==> src/rtl/instruction_fetch_unit_if.sv <==
// Signal bundle between the fetch unit, instruction memory and the execute core.
// The master modport is the fetch unit's view; the slave modport is the environment's.
interface instruction_fetch_unit_if #(
  parameter int XLEN = 32
);
  logic            imem_req_valid;
  logic            imem_req_ready;
  logic [XLEN-1:0] imem_req_addr;
  logic            imem_rsp_valid;
  logic [31:0]     imem_rsp_data;
  logic            redirect_valid;
  logic [XLEN-1:0] redirect_pc;
  logic            fetch_valid;
  logic            fetch_ready;
  logic [XLEN-1:0] fetch_pc;
  logic [31:0]     fetch_instruction;

  modport master (
    output imem_req_valid,
    output imem_req_addr,
    output fetch_valid,
    output fetch_pc,
    output fetch_instruction,
    input  imem_req_ready,
    input  imem_rsp_valid,
    input  imem_rsp_data,
    input  redirect_valid,
    input  redirect_pc,
    input  fetch_ready
  );

  modport slave (
    input  imem_req_valid,
    input  imem_req_addr,
    input  fetch_valid,
    input  fetch_pc,
    input  fetch_instruction,
    output imem_req_ready,
    output imem_rsp_valid,
    output imem_rsp_data,
    output redirect_valid,
    output redirect_pc,
    output fetch_ready
  );
endinterface

==> src/rtl/instruction_fetch_unit.sv <==
// Instruction fetch stage: in-order word reads into a prefetch FIFO of {pc, instruction},
// presented to the core over valid/ready, with flush-and-restart on redirect.
module instruction_fetch_unit #(
  parameter int              XLEN       = 32,
  parameter int              FIFO_DEPTH = 4,
  parameter logic [XLEN-1:0] RESET_PC   = '0
) (
  input logic                      clk,
  input logic                      rst,
  instruction_fetch_unit_if.master bus
);

  localparam int            CW      = $clog2(FIFO_DEPTH + 1);
  localparam int            PW      = $clog2(FIFO_DEPTH);
  localparam logic [CW:0]   DEPTH_C = (CW + 1)'(FIFO_DEPTH);

  logic [XLEN-1:0] reqPc_q, reqPc_d;
  logic [XLEN-1:0] rspPc_q, rspPc_d;
  logic [CW-1:0]   outstanding_q, outstanding_d;
  logic [CW-1:0]   discard_q, discard_d;
  logic [CW-1:0]   count_q, count_d;
  logic [PW-1:0]   wrPtr_q, wrPtr_d;
  logic [PW-1:0]   rdPtr_q, rdPtr_d;
  logic [XLEN-1:0] pcMem_q    [FIFO_DEPTH];
  logic [31:0]     instrMem_q [FIFO_DEPTH];

  logic [CW:0]     inUse;
  logic [XLEN-1:0] redirectPc;
  logic            reqValid;
  logic            accept;
  logic            rspKept;
  logic            rspDropped;
  logic            push;
  logic            pop;
  logic            fifoValid;

  // Credits count buffered entries plus kept requests in flight, from registered state only,
  // so a pop frees its slot one cycle later and overflow cannot occur.
  assign inUse      = (CW + 1)'(count_q) + (CW + 1)'(outstanding_q);
  assign reqValid   = !rst && !bus.redirect_valid && (inUse < DEPTH_C);
  assign accept     = reqValid && bus.imem_req_ready;
  assign redirectPc = bus.redirect_pc & ~XLEN'(3);

  assign rspDropped = bus.imem_rsp_valid && (discard_q != '0);
  assign rspKept    = bus.imem_rsp_valid && (discard_q == '0);
  assign fifoValid  = (count_q != '0);
  assign push       = rspKept && !bus.redirect_valid;
  assign pop        = fifoValid && bus.fetch_ready && !bus.redirect_valid;

  // Outstanding tracks only responses that will be kept; a redirect moves every
  // in-flight request (minus one arriving right now) into the discard count.
  always_comb begin
    reqPc_d       = reqPc_q;
    rspPc_d       = rspPc_q;
    outstanding_d = outstanding_q;
    discard_d     = discard_q;
    count_d       = count_q;
    wrPtr_d       = wrPtr_q;
    rdPtr_d       = rdPtr_q;
    if (bus.redirect_valid) begin
      reqPc_d       = redirectPc;
      rspPc_d       = redirectPc;
      outstanding_d = '0;
      discard_d     = outstanding_q + discard_q - CW'(bus.imem_rsp_valid);
      count_d       = '0;
      wrPtr_d       = '0;
      rdPtr_d       = '0;
    end else begin
      if (accept) begin
        reqPc_d = reqPc_q + XLEN'(4);
      end
      if (push) begin
        rspPc_d = rspPc_q + XLEN'(4);
        wrPtr_d = wrPtr_q + PW'(1);
      end
      if (pop) begin
        rdPtr_d = rdPtr_q + PW'(1);
      end
      outstanding_d = outstanding_q + CW'(accept) - CW'(rspKept);
      discard_d     = discard_q - CW'(rspDropped);
      count_d       = count_q + CW'(push) - CW'(pop);
    end
  end

  always_ff @(posedge clk) begin
    if (rst) begin
      reqPc_q       <= RESET_PC;
      rspPc_q       <= RESET_PC;
      outstanding_q <= '0;
      discard_q     <= '0;
      count_q       <= '0;
      wrPtr_q       <= '0;
      rdPtr_q       <= '0;
    end else begin
      reqPc_q       <= reqPc_d;
      rspPc_q       <= rspPc_d;
      outstanding_q <= outstanding_d;
      discard_q     <= discard_d;
      count_q       <= count_d;
      wrPtr_q       <= wrPtr_d;
      rdPtr_q       <= rdPtr_d;
    end
  end

  // Storage needs no reset: the occupancy count alone decides what is visible.
  always_ff @(posedge clk) begin
    if (push && !rst) begin
      pcMem_q[wrPtr_q]    <= rspPc_q;
      instrMem_q[wrPtr_q] <= bus.imem_rsp_data;
    end
  end

  assign bus.imem_req_valid    = reqValid;
  assign bus.imem_req_addr     = reqPc_q;
  assign bus.fetch_valid       = fifoValid;
  assign bus.fetch_pc          = fifoValid ? pcMem_q[rdPtr_q] : '0;
  assign bus.fetch_instruction = fifoValid ? instrMem_q[rdPtr_q] : '0;

endmodule

==> src/flat_wrapper.sv <==
// flat-port wrapper written by rule: the top's interface ports become plain ports
module instruction_fetch_unit_flat 
#(
  parameter int              XLEN       = 32,
  parameter int              FIFO_DEPTH = 4,
  parameter logic [XLEN-1:0] RESET_PC   = '0
)
  (clk, rst, bus_imem_req_valid, bus_imem_req_addr, bus_fetch_valid, bus_fetch_pc, bus_fetch_instruction, bus_imem_req_ready, bus_imem_rsp_valid, bus_imem_rsp_data, bus_redirect_valid, bus_redirect_pc, bus_fetch_ready);
  instruction_fetch_unit_if #(.XLEN(XLEN)) bus_i ();
  input logic clk;
  input logic rst;
  output wire logic [$bits(bus_i.imem_req_valid)-1:0] bus_imem_req_valid;
  output wire logic [$bits(bus_i.imem_req_addr)-1:0] bus_imem_req_addr;
  output wire logic [$bits(bus_i.fetch_valid)-1:0] bus_fetch_valid;
  output wire logic [$bits(bus_i.fetch_pc)-1:0] bus_fetch_pc;
  output wire logic [$bits(bus_i.fetch_instruction)-1:0] bus_fetch_instruction;
  input wire logic [$bits(bus_i.imem_req_ready)-1:0] bus_imem_req_ready;
  input wire logic [$bits(bus_i.imem_rsp_valid)-1:0] bus_imem_rsp_valid;
  input wire logic [$bits(bus_i.imem_rsp_data)-1:0] bus_imem_rsp_data;
  input wire logic [$bits(bus_i.redirect_valid)-1:0] bus_redirect_valid;
  input wire logic [$bits(bus_i.redirect_pc)-1:0] bus_redirect_pc;
  input wire logic [$bits(bus_i.fetch_ready)-1:0] bus_fetch_ready;
  assign bus_imem_req_valid = bus_i.imem_req_valid;
  assign bus_imem_req_addr = bus_i.imem_req_addr;
  assign bus_fetch_valid = bus_i.fetch_valid;
  assign bus_fetch_pc = bus_i.fetch_pc;
  assign bus_fetch_instruction = bus_i.fetch_instruction;
  assign bus_i.imem_req_ready = bus_imem_req_ready;
  assign bus_i.imem_rsp_valid = bus_imem_rsp_valid;
  assign bus_i.imem_rsp_data = bus_imem_rsp_data;
  assign bus_i.redirect_valid = bus_redirect_valid;
  assign bus_i.redirect_pc = bus_redirect_pc;
  assign bus_i.fetch_ready = bus_fetch_ready;
  instruction_fetch_unit #(.XLEN(XLEN), .FIFO_DEPTH(FIFO_DEPTH), .RESET_PC(RESET_PC)) u_core (.clk(clk), .rst(rst), .bus(bus_i));
endmodule
==> config.mk <==
export PLATFORM = sky130hd
export DESIGN_NAME = instruction_fetch_unit_flat
export DESIGN_NICKNAME = d
export VERILOG_FILES = /design/src/rtl/instruction_fetch_unit_if.sv /design/src/rtl/instruction_fetch_unit.sv /design/src/flat_wrapper.sv
export SDC_FILE = /design/constraint.sdc
export NUM_CORES = 1
export LEC_CHECK = 0
export CORE_ASPECT_RATIO = 0.8
export CORE_MARGIN = 1
export CORE_UTILIZATION = 35
export CTS_BUF_LIST = sky130_fd_sc_hd__clkbuf_8
export DETAILED_ROUTE_END_ITERATION = 6
export SLEW_MARGIN = 30
export SYNTH_ARGS = -nofsm -noshare
export SYNTH_HDL_FRONTEND = slang
export SYNTH_SLANG_ARGS = --single-unit
==> constraint.sdc <==
create_clock -name clk -period 9.6 [get_ports clk]
set_clock_uncertainty 0.2 [all_clocks]
set_input_delay 2.4 -clock clk [delete_from_list [all_inputs] [get_ports clk]]
set_output_delay 2.4 -clock clk [all_outputs]
set_load 0.005 [all_outputs]
==> impl_metrics.tcl, run 1 <==
set metrics [dict create \
    place_hpwl_um 18500 \
    synth.avg_cell_area_um2 15.3 \
    diodes 0 \
    antenna_found_initial 1 \
    synth-edff-count 248 \
    routed_wl_um 30200 \
    outcome "complete, no violations" \
    yosys-top-cells-count "edfxtp_1 (248), dfxtp_1 (75), nor2b_1 (64)" \
    synth-simple-area-share_pct 9.56 \
    cts_setup_buffers 0 \
    ys_types 48 \
    crit_path_max_fanout 45 \
    clkSinkCount 323 \
    worstHoldPathType "reg -> reg" \
    fin_crit_ns 6.92 \
    via_per_inst 4.95 \
    cpMostUsedCell "clkdlybuf4s50_1" \
    drc 0 \
    yosys.area_share.xor_xnor_pct 4.15 \
    track_usage_pct 15.7 \
    slew_viol_final 0 \
    cts_max_path_buffers 3 \
    die_area_mm2 0.0394 \
    whs_ns 0.299 \
    synth_area_leader_cell "edfxtp_1" \
    fin_crit_sh_pct 72.0 \
    cts_resized 0 \
    setup_viol 0 \
    ir_drop_v 0.0000808 \
    yosysWarnings 0 \
    finalHoldViolCount 0 \
    cpMaxStageDelayCell "clkdlybuf4s50_1" \
    nets 1157 \
    ios 168 \
    path_clk_slew_ns 0.06 \
    overflow 0 \
    worstPathCellList "clkdlybuf4s50_1 -> buf_4 -> or2_2 -> nor3_1 -> clkdlybuf4s50_1" \
    synth_ff_type "edfxtp_1" \
    synthTopCellsByArea "edfxtp_1 (55%), dfxtp_1 (11%), mux4_2 (10%)" \
    tns_ns 0 \
    synthCells 884 \
    drt-wirelength-per-cell_um 19.0 \
    cts_made_buffers 51 \
    design.core.area_mm2 0.0375 \
    grt_pass1_vias 8085 \
    placed_cell_area_mm2 0.0157 \
    gp_congestion 0.779 \
    synth_compound_area_share_pct 4.69 \
    synthMuxAreaShare_pct 10.3 \
    portBuffers 161 \
    synth_top_family_by_area "multiplexers" \
    drive_above_1_share_pct 14.5 \
    vias 7880 \
    leakage_nw 5.38 \
    cp_slowest_stage_delay_ns 0.53 \
    fmax_mhz 145 \
    max_slew.worst_pin.slew_ns 0.894 \
    netlist.area_leader.share_pct 55.1 \
    cts_tree "done" \
    first_iter_violations 447 \
    stdcell_area_mm2 0.0166 \
    nFillCells 3383 \
    cp.required_ns 7.00 \
    cts_root_buf "clkbuf_8" \
    critPathArrivalTime_ns 4.32 \
    start_util_pct 36.0 \
    cts_hold_buf 0 \
    worstSkewPairLatency_ns 0.59 \
    async_reset_ff_share_pct 0 \
    synth.most_common_cell "edfxtp_1" \
    die_height_um 178 \
    syn-cell-area_mm2 0.0135 \
    grt_max_degree 65 \
    rsz0062_at_grt "no" \
    drt_first_pass_iters 5 \
    critPathLaunchType "input pin" \
    cp-end-kind "output port" \
    relSlewSlack_pct 39.9 \
    power.total_mw 2.97 \
    ant_nets 0 \
    maxCapViolations 0 \
    pwr_density_cell_mw_per_mm2 179 \
    synth_seq_area_share_pct 66.2 \
    rows 63 \
    die_x_um 222 \
    ys_seq_elements 323 \
    synthAdderAreaFrac_pct 2.02 \
    syn2layout_area_growth_pct 23.0 \
    htree_levels 2 \
    grt_pass1_wl_um 47700 \
    crit_type "in -> out" \
    final_util_pct 44.3 \
]
[through the flow]
| stage | worst slack, ns | std cells |
|---|---|---|
| after floorplan | 3.91 | 887 |
| after detailed placement | 2.67 | 1501 |
| after CTS | 2.67 | 1591 |
| after global routing | 2.59 | 1591 |
| after global placement | 2.66 | 1499 |
| final | 2.68 | 1591 |
[cell type report]
type                       instances  area [um^2]  share of cell area (%)
clock buffer                      56          771                    4.64
clock inverter                    34          175                    1.05
inverter                          49          189                    1.14
multi-input combinational        468         4180                    25.1
sequential                       323         8950                    53.9
tap                              487          609                    3.67
timing repair buffer             174         1750                    10.5
[routing by layer]
| metal | global-route usage (%) | routed length [um] | vias up |
|---|---|---|---|
| met1 | 23.1 | 15000 | 3920 |
| met4 | 3.76 | 413 | 2 |
| li1 | - | - | 3685 |
| met5 | 0 | 13 | - |
| met3 | 3.92 | 1840 | 43 |
| met2 | 23.2 | 12900 | 230 |
[cell usage in the layout, fill, tap and decap left out, drive strengths merged, types with 2 or more instances in the layout]
cell type,n
a211oi,3
a21boi,42
a21oi,33
a31oi,3
and2,6
and3,12
and4,7
buf,13
clkbuf,56
clkdlybuf4s50,161
clkinv,19
conb,4
dfxtp,75
edfxtp,248
fa,3
ha,17
inv,62
mux4,62
nand2,26
nand3,24
nand4,18
nor2,23
nor2b,64
nor3,13
nor3b,3
nor4,19
nor4b,2
o21a,2
o21bai,3
o22ai,3
o31a,3
or2,2
or3,3
xnor2,44
xor2,20
[report_power, final]
group / switching, mW / leakage [nW] / total [mW] / internal (mW)
registers: 0.0436 / 2.87 / 1.60 / 1.55
clock network: 0.532 / 0.546 / 1.09 / 0.562
logic: 0.131 / 1.96 / 0.278 / 0.147
total: 0.706 / 5.38 / 2.97 / 2.26
[registers in the layout, summed over array words and instances (netlist names), named ones only]
name,cells
u_core.wrPtr_q,2
u_core.instrMem_q,128
u_core.outstanding_q,3
u_core.discard_q,3
u_core.pcMem_q,120
u_core.rdPtr_q,2
u_core.rspPc_q,30
u_core.count_q,3
u_core.bus.imem_req_addr,30
[path summary, 6_finish.rpt]
path	cells past startpoint	slack, ns	startpoint	endpoint
min reg2reg	2	0.30	u_core.wrPtr_q[1]	u_core.wrPtr_q[1]
max reg2reg	10	6.46	u_core.outstanding_q[2]	u_core.outstanding_q[2]
max	5	2.68	bus_redirect_valid	bus_imem_req_valid
min	2	0.30	u_core.wrPtr_q[1]	u_core.wrPtr_q[1]
[worst max-delay path: cells and delay by family]
family	cells	cell delay, ns
buf+inv	3	1.21
simple gates	2	0.70
[kinds of logic after synthesis]
group | Yosys count
xor+xnor | 64
fa+ha+maj | 20
simple gates | 223
buf+inv | 96
flops | 323
mux | 62
compound gates | 95
other cells | 1
(Power assumes the default switching activity.)
==> run 2, diff against run 1 <==
==> constraint.sdc (replaced) <==
create_clock -name clk -period 6.8 [get_ports clk]
set_clock_uncertainty 0.2 [all_clocks]
set_input_delay 1.7 -clock clk [delete_from_list [all_inputs] [get_ports clk]]
set_output_delay 1.7 -clock clk [all_outputs]
set_load 0.005 [all_outputs]
==> run 2 against run 1 <==
Critical path depth decreased by 1. Sequential power is 41% higher. Total power grew 42%. Largest cell class unchanged. Largest power group unchanged.
==> impl_metrics.tcl, run 2 (synthesized netlist as in run 1, its figures left out) <==
set metrics [dict create \
    start_util_pct 36.0 \
    layout_common_cells "edfxtp_1 (248), clkdlybuf4s50_1 (161), dfxtp_1 (73)" \
    grt_max_degree 65 \
    placed_cell_area_mm2 0.0157 \
    cts_hold_buf 0 \
    htree_levels 2 \
    path_clk_slew_ns 0.06 \
    rsz0062_at_grt "no" \
    design.core.area_mm2 0.0375 \
    die_area_mm2 0.0394 \
    cts_max_path_buffers 3 \
    track_usage_pct 15.8 \
    fmax_mhz 188 \
    clockPowerShare_pct 37.1 \
    worstHoldPathType "reg -> reg" \
    largest_reg_flops 128 \
    crit_type "in -> out" \
    overflow 0 \
    cts_root_buf "clkbuf_8" \
    fin_cells 1595 \
    setup_viol 0 \
    critPathLaunchType "input pin" \
    pwr_density_cell_mw_per_mm2 253 \
    grt_pass1_vias 8069 \
    cp.required_ns 4.90 \
    die_height_um 178 \
    drc 0 \
    crit_path_max_fanout 13 \
    placed_cells 1504 \
    stdcell_area_mm2 0.0167 \
    r2r-start "u_core.count_q[2]" \
    swShare_pct 23.4 \
    drt_first_pass_iters 4 \
    whs_ns 0.313 \
    reg2reg_setup_slack_ns 3.66 \
    vias 7841 \
    fin_crit_sh_pct 78.4 \
    hold_depth 2 \
    leakage_nw 5.41 \
    power.total_mw 4.21 \
    gp_congestion 0.792 \
    cp-end-kind "output port" \
    via_per_inst 4.92 \
    diodes 0 \
    ant_nets 0 \
    max_slew.worst_pin.slew_ns 0.811 \
    tns_ns 0 \
    portBuffers 161 \
    cts_resized 0 \
    antenna_found_initial 1 \
    first_iter_violations 398 \
    power_switching_mw 0.988 \
    syn2layout_area_growth_pct 23.4 \
    outcome "complete, no violations" \
    cts_setup_buffers 0 \
    ir_drop_v 0.000141 \
    cts_made_buffers 52 \
    comb_power_share_pct 9.3 \
    maxCapViolations 0 \
    finalHoldViolCount 0 \
    cts_tree "done" \
    grt_pass1_wl_um 47600 \
    drive_above_1_share_pct 14.5 \
    fin_crit_ns 5.33 \
    rr_worst_depth 10 \
    worstHoldEndpoint "u_core.wrPtr_q[1]" \
    nets 1161 \
    relSlewSlack_pct 45.9 \
    slew_viol_final 0 \
    hp-start "u_core.wrPtr_q[1]" \
    reg_top3 "u_core.instrMem_q (128), u_core.pcMem_q (120)" \
    ios 168 \
    r2r_end "u_core.outstanding_q[2]" \
    drt-wirelength-per-cell_um 19.1 \
    clkSinkCount 323 \
    worstSkewPairLatency_ns 0.59 \
    critPathArrivalTime_ns 3.43 \
    routed_wl_um 30400 \
    place_hpwl_um 19400 \
    regMostFlops "u_core.instrMem_q" \
    rows 63 \
    die_x_um 222 \
    p_seq_share_pct 53.5 \
    intPower_mw 3.22 \
    final_common_cell "edfxtp_1" \
]
run 2: layout make-up:
type,count,area (um^2)
fill,3405,20900
sequential,323,8950
multi-input combinational,468,4180
timing repair buffer,177,1760
clock buffer,59,812
tap,487,609
inverter,49,189
clock inverter,32,161
run 2: how the worst max path moves through the flow:
| stage | from | cells after the start | to |
|---|---|---|---|
| after detailed placement | rst | 4 | bus_imem_req_valid |
| after CTS | rst | 4 | bus_imem_req_valid |
| after floorplan | bus_redirect_valid | 4 | u_core.instrMem_q[0][0] |
| after global routing | rst | 4 | bus_imem_req_valid |
| after global placement | rst | 4 | bus_imem_req_valid |
| final | rst | 4 | bus_imem_req_valid |
run 2: through the flow:
stage,setup slack (ns),utilization [%]
after detailed placement,1.50,41.8
after global placement,1.56,41.8
final,1.47,44.4
after global routing,1.40,44.4
after CTS,1.48,44.4
after floorplan,2.34,-
run 2: power by group through the flow:
stage	Sequential, mW	Combinational, mW	Clock (mW)
after floorplan	2.28	0.216	0
after global placement	2.29	0.391	0
after detailed placement	2.30	0.398	0
after CTS	2.25	0.402	1.61
after global routing	2.26	0.440	1.70
final	2.26	0.393	1.56
run 2: routing by layer:
metal  wire, um  global-route usage (%)
met5         13                       0
met4        476                    3.82
met1      15100                    23.2
met3       1780                    4.04
met2      13100                    23.4
run 2: critical path: stages:
cell and delay, ns:
clkdlybuf4s50_1 0.41, or2_2 0.44, nor3_1 0.33, clkdlybuf4s50_1 0.56
==> run 3, diff against run 2 <==
==> constraint.sdc (replaced) <==
create_clock -name clk -period 4.5 [get_ports clk]
set_clock_uncertainty 0.2 [all_clocks]
set_input_delay 1.125 -clock clk [delete_from_list [all_inputs] [get_ports clk]]
set_output_delay 1.125 -clock clk [all_outputs]
set_load 0.005 [all_outputs]
==> run 3 against run 2 <==
Clock power is 43% higher. Wire length shrank 0.52%. Via count increased by 0.73%. Sequential share of layout area is 0.093 points higher. Total power up 48%. Setup slack got worse by 1.0 ns. Hold slack got worse by 0.0095 ns. Clock-buffer cell count fell by 7. Largest power group unchanged.
==> impl_metrics.tcl, run 3 (synthesized netlist as in run 1, its figures left out) <==
set metrics [dict create \
    slew_viol_final 0 \
    worstHoldPathType "reg -> reg" \
    cp.required_ns 3.17 \
    met1_usage_pct 22.9 \
    cts_root_buf "clkbuf_8" \
    placed_cells 1504 \
    portBuffers 161 \
    leakage_nw 5.37 \
    clockPowerShare_pct 35.8 \
    reg_top3 "u_core.instrMem_q (128), u_core.pcMem_q (120)" \
    overflow 0 \
    layout_common_cells "edfxtp_1 (248), clkdlybuf4s50_1 (161), dfxtp_1 (73)" \
    ir_drop_v 0.000183 \
    outcome "complete, no violations" \
    place_hpwl_um 18400 \
    routed_wl_um 30300 \
    crit_type "in -> out" \
    stdcell_area_mm2 0.0166 \
    nets 1160 \
    cpMaxStageDelayCell "clkdlybuf4s50_1" \
    grt_max_degree 65 \
    intPower_mw 4.76 \
    rows 63 \
    cts_resized 0 \
    drive_above_1_share_pct 13.9 \
    via_per_inst 4.96 \
    fin_crit_ns 4.06 \
    relSlewSlack_pct 50.5 \
    regMostFlops "u_core.instrMem_q" \
    design.core.area_mm2 0.0375 \
    tns_ns 0 \
    largest_reg_flops 128 \
    critPathArrivalTime_ns 2.73 \
    cts_tree "done" \
    clkSinkCount 323 \
    p_seq_share_pct 54.6 \
    htree_levels 2 \
    fin_cells 1591 \
    final_common_cell "edfxtp_1" \
    path_clk_slew_ns 0.06 \
    cpMostUsedCell "clkdlybuf4s50_1" \
    pwr_density_cell_mw_per_mm2 375 \
    crit_path_max_fanout 13 \
    top_usage_layer "met2" \
    cp_slowest_stage_delay_ns 0.53 \
    fmax_mhz 247 \
    cp-end-kind "output port" \
    grt_pass1_wl_um 47000 \
    diodes 0 \
    critPathLaunchType "input pin" \
    grt_pass1_vias 8116 \
    antenna_found_initial 1 \
    fin_crit_sh_pct 90.1 \
    max_slew.worst_pin.slew_ns 0.740 \
    gp_congestion 0.800 \
    die_x_um 222 \
    swShare_pct 23.7 \
    cts_hold_buf 0 \
    grt.met2_usage_pct 23.2 \
    syn2layout_area_growth_pct 23.2 \
    drt-wirelength-per-cell_um 19.0 \
    cts_made_buffers 51 \
    power_switching_mw 1.48 \
    drt_first_pass_iters 5 \
    drc 0 \
    first_iter_violations 563 \
    use_met3_pct 3.69 \
    comb_power_share_pct 9.6 \
    start_util_pct 36.0 \
    critPathTopFamily "buffers and inverters" \
    worstPathCellList "clkdlybuf4s50_1 -> or2_2 -> nor3_1 -> clkdlybuf4s50_1" \
    track_usage_pct 15.6 \
    rsz0062_at_grt "no" \
    worstSkewPairLatency_ns 0.58 \
    die_height_um 178 \
    finalHoldViolCount 0 \
    placed_cell_area_mm2 0.0158 \
    ios 168 \
    vias 7898 \
    setup_viol 0 \
    path_buf_inv 2 \
    ant_nets 0 \
    maxCapViolations 0 \
    cts_max_path_buffers 3 \
    die_area_mm2 0.0394 \
    cts_setup_buffers 0 \
]
[run 3: changes by cell type in the layout (fill, tap and decap cells not counted), sizes merged]
cell      before  now
clkinvlp       3    2
clkbuf        59   52
clkinv        10   17
inv           67   64
[run 3: area by class of cell]
cell class                      count  area, um^2
Fill cell                        3405       20900
Sequential cell                   323        8950
Multi-Input combinational cell    468        4180
Timing Repair Buffer              177        1820
Clock buffer                       52         716
Tap cell                          487         609
Inverter                           49         189
Clock inverter                     35         175
[run 3: power by group through the flow]
| stage | logic (mW) | registers [mW] | clock network (mW) |
|---|---|---|---|
| finish | 0.600 | 3.41 | 2.23 |
| global route | 0.670 | 3.42 | 2.45 |
| CTS | 0.612 | 3.41 | 2.32 |
| detailed placement | 0.608 | 3.47 | 0 |
| global placement | 0.602 | 3.47 | 0 |
| floorplan | 0.326 | 3.44 | 0 |
[run 3: worst paths after layout]
path	from	to	slack (ns)	cells after the start
setup / recovery	rst	bus_imem_req_valid	0.44	4
hold / removal	u_core.wrPtr_q[1]	u_core.wrPtr_q[1]	0.30	2
hold reg to reg	u_core.wrPtr_q[1]	u_core.wrPtr_q[1]	0.30	2
setup reg to reg	u_core.outstanding_q[2]	u_core.outstanding_q[2]	1.35	10
[run 3: through the flow]
stage / setup WS, ns / util [%] / hold WS, ns / power (mW)
finish: 0.444 / 44.4 / 0.303 / 6.24
detailed placement: 0.443 / 42.0 / 0.294 / 4.08
global route: 0.317 / 44.4 / 0.339 / 6.54
floorplan: 0.614 / - / 0.269 / 3.77
CTS: 0.418 / 44.4 / 0.302 / 6.34
global placement: 0.428 / 42.0 / 0.287 / 4.07
[run 3: layer usage]
layer	up-vias	part of all wire, %
met2	250	43
met4	2	1.6
met1	3915	49
met3	44	5.9
met5	-	0.043
li1	3687	-
[run 3: worst min-delay path, stage by stage, from the launching register on]
cell	delay, ns
dfxtp_1	0.34
nand2_1	0.07
a21oi_1	0.05
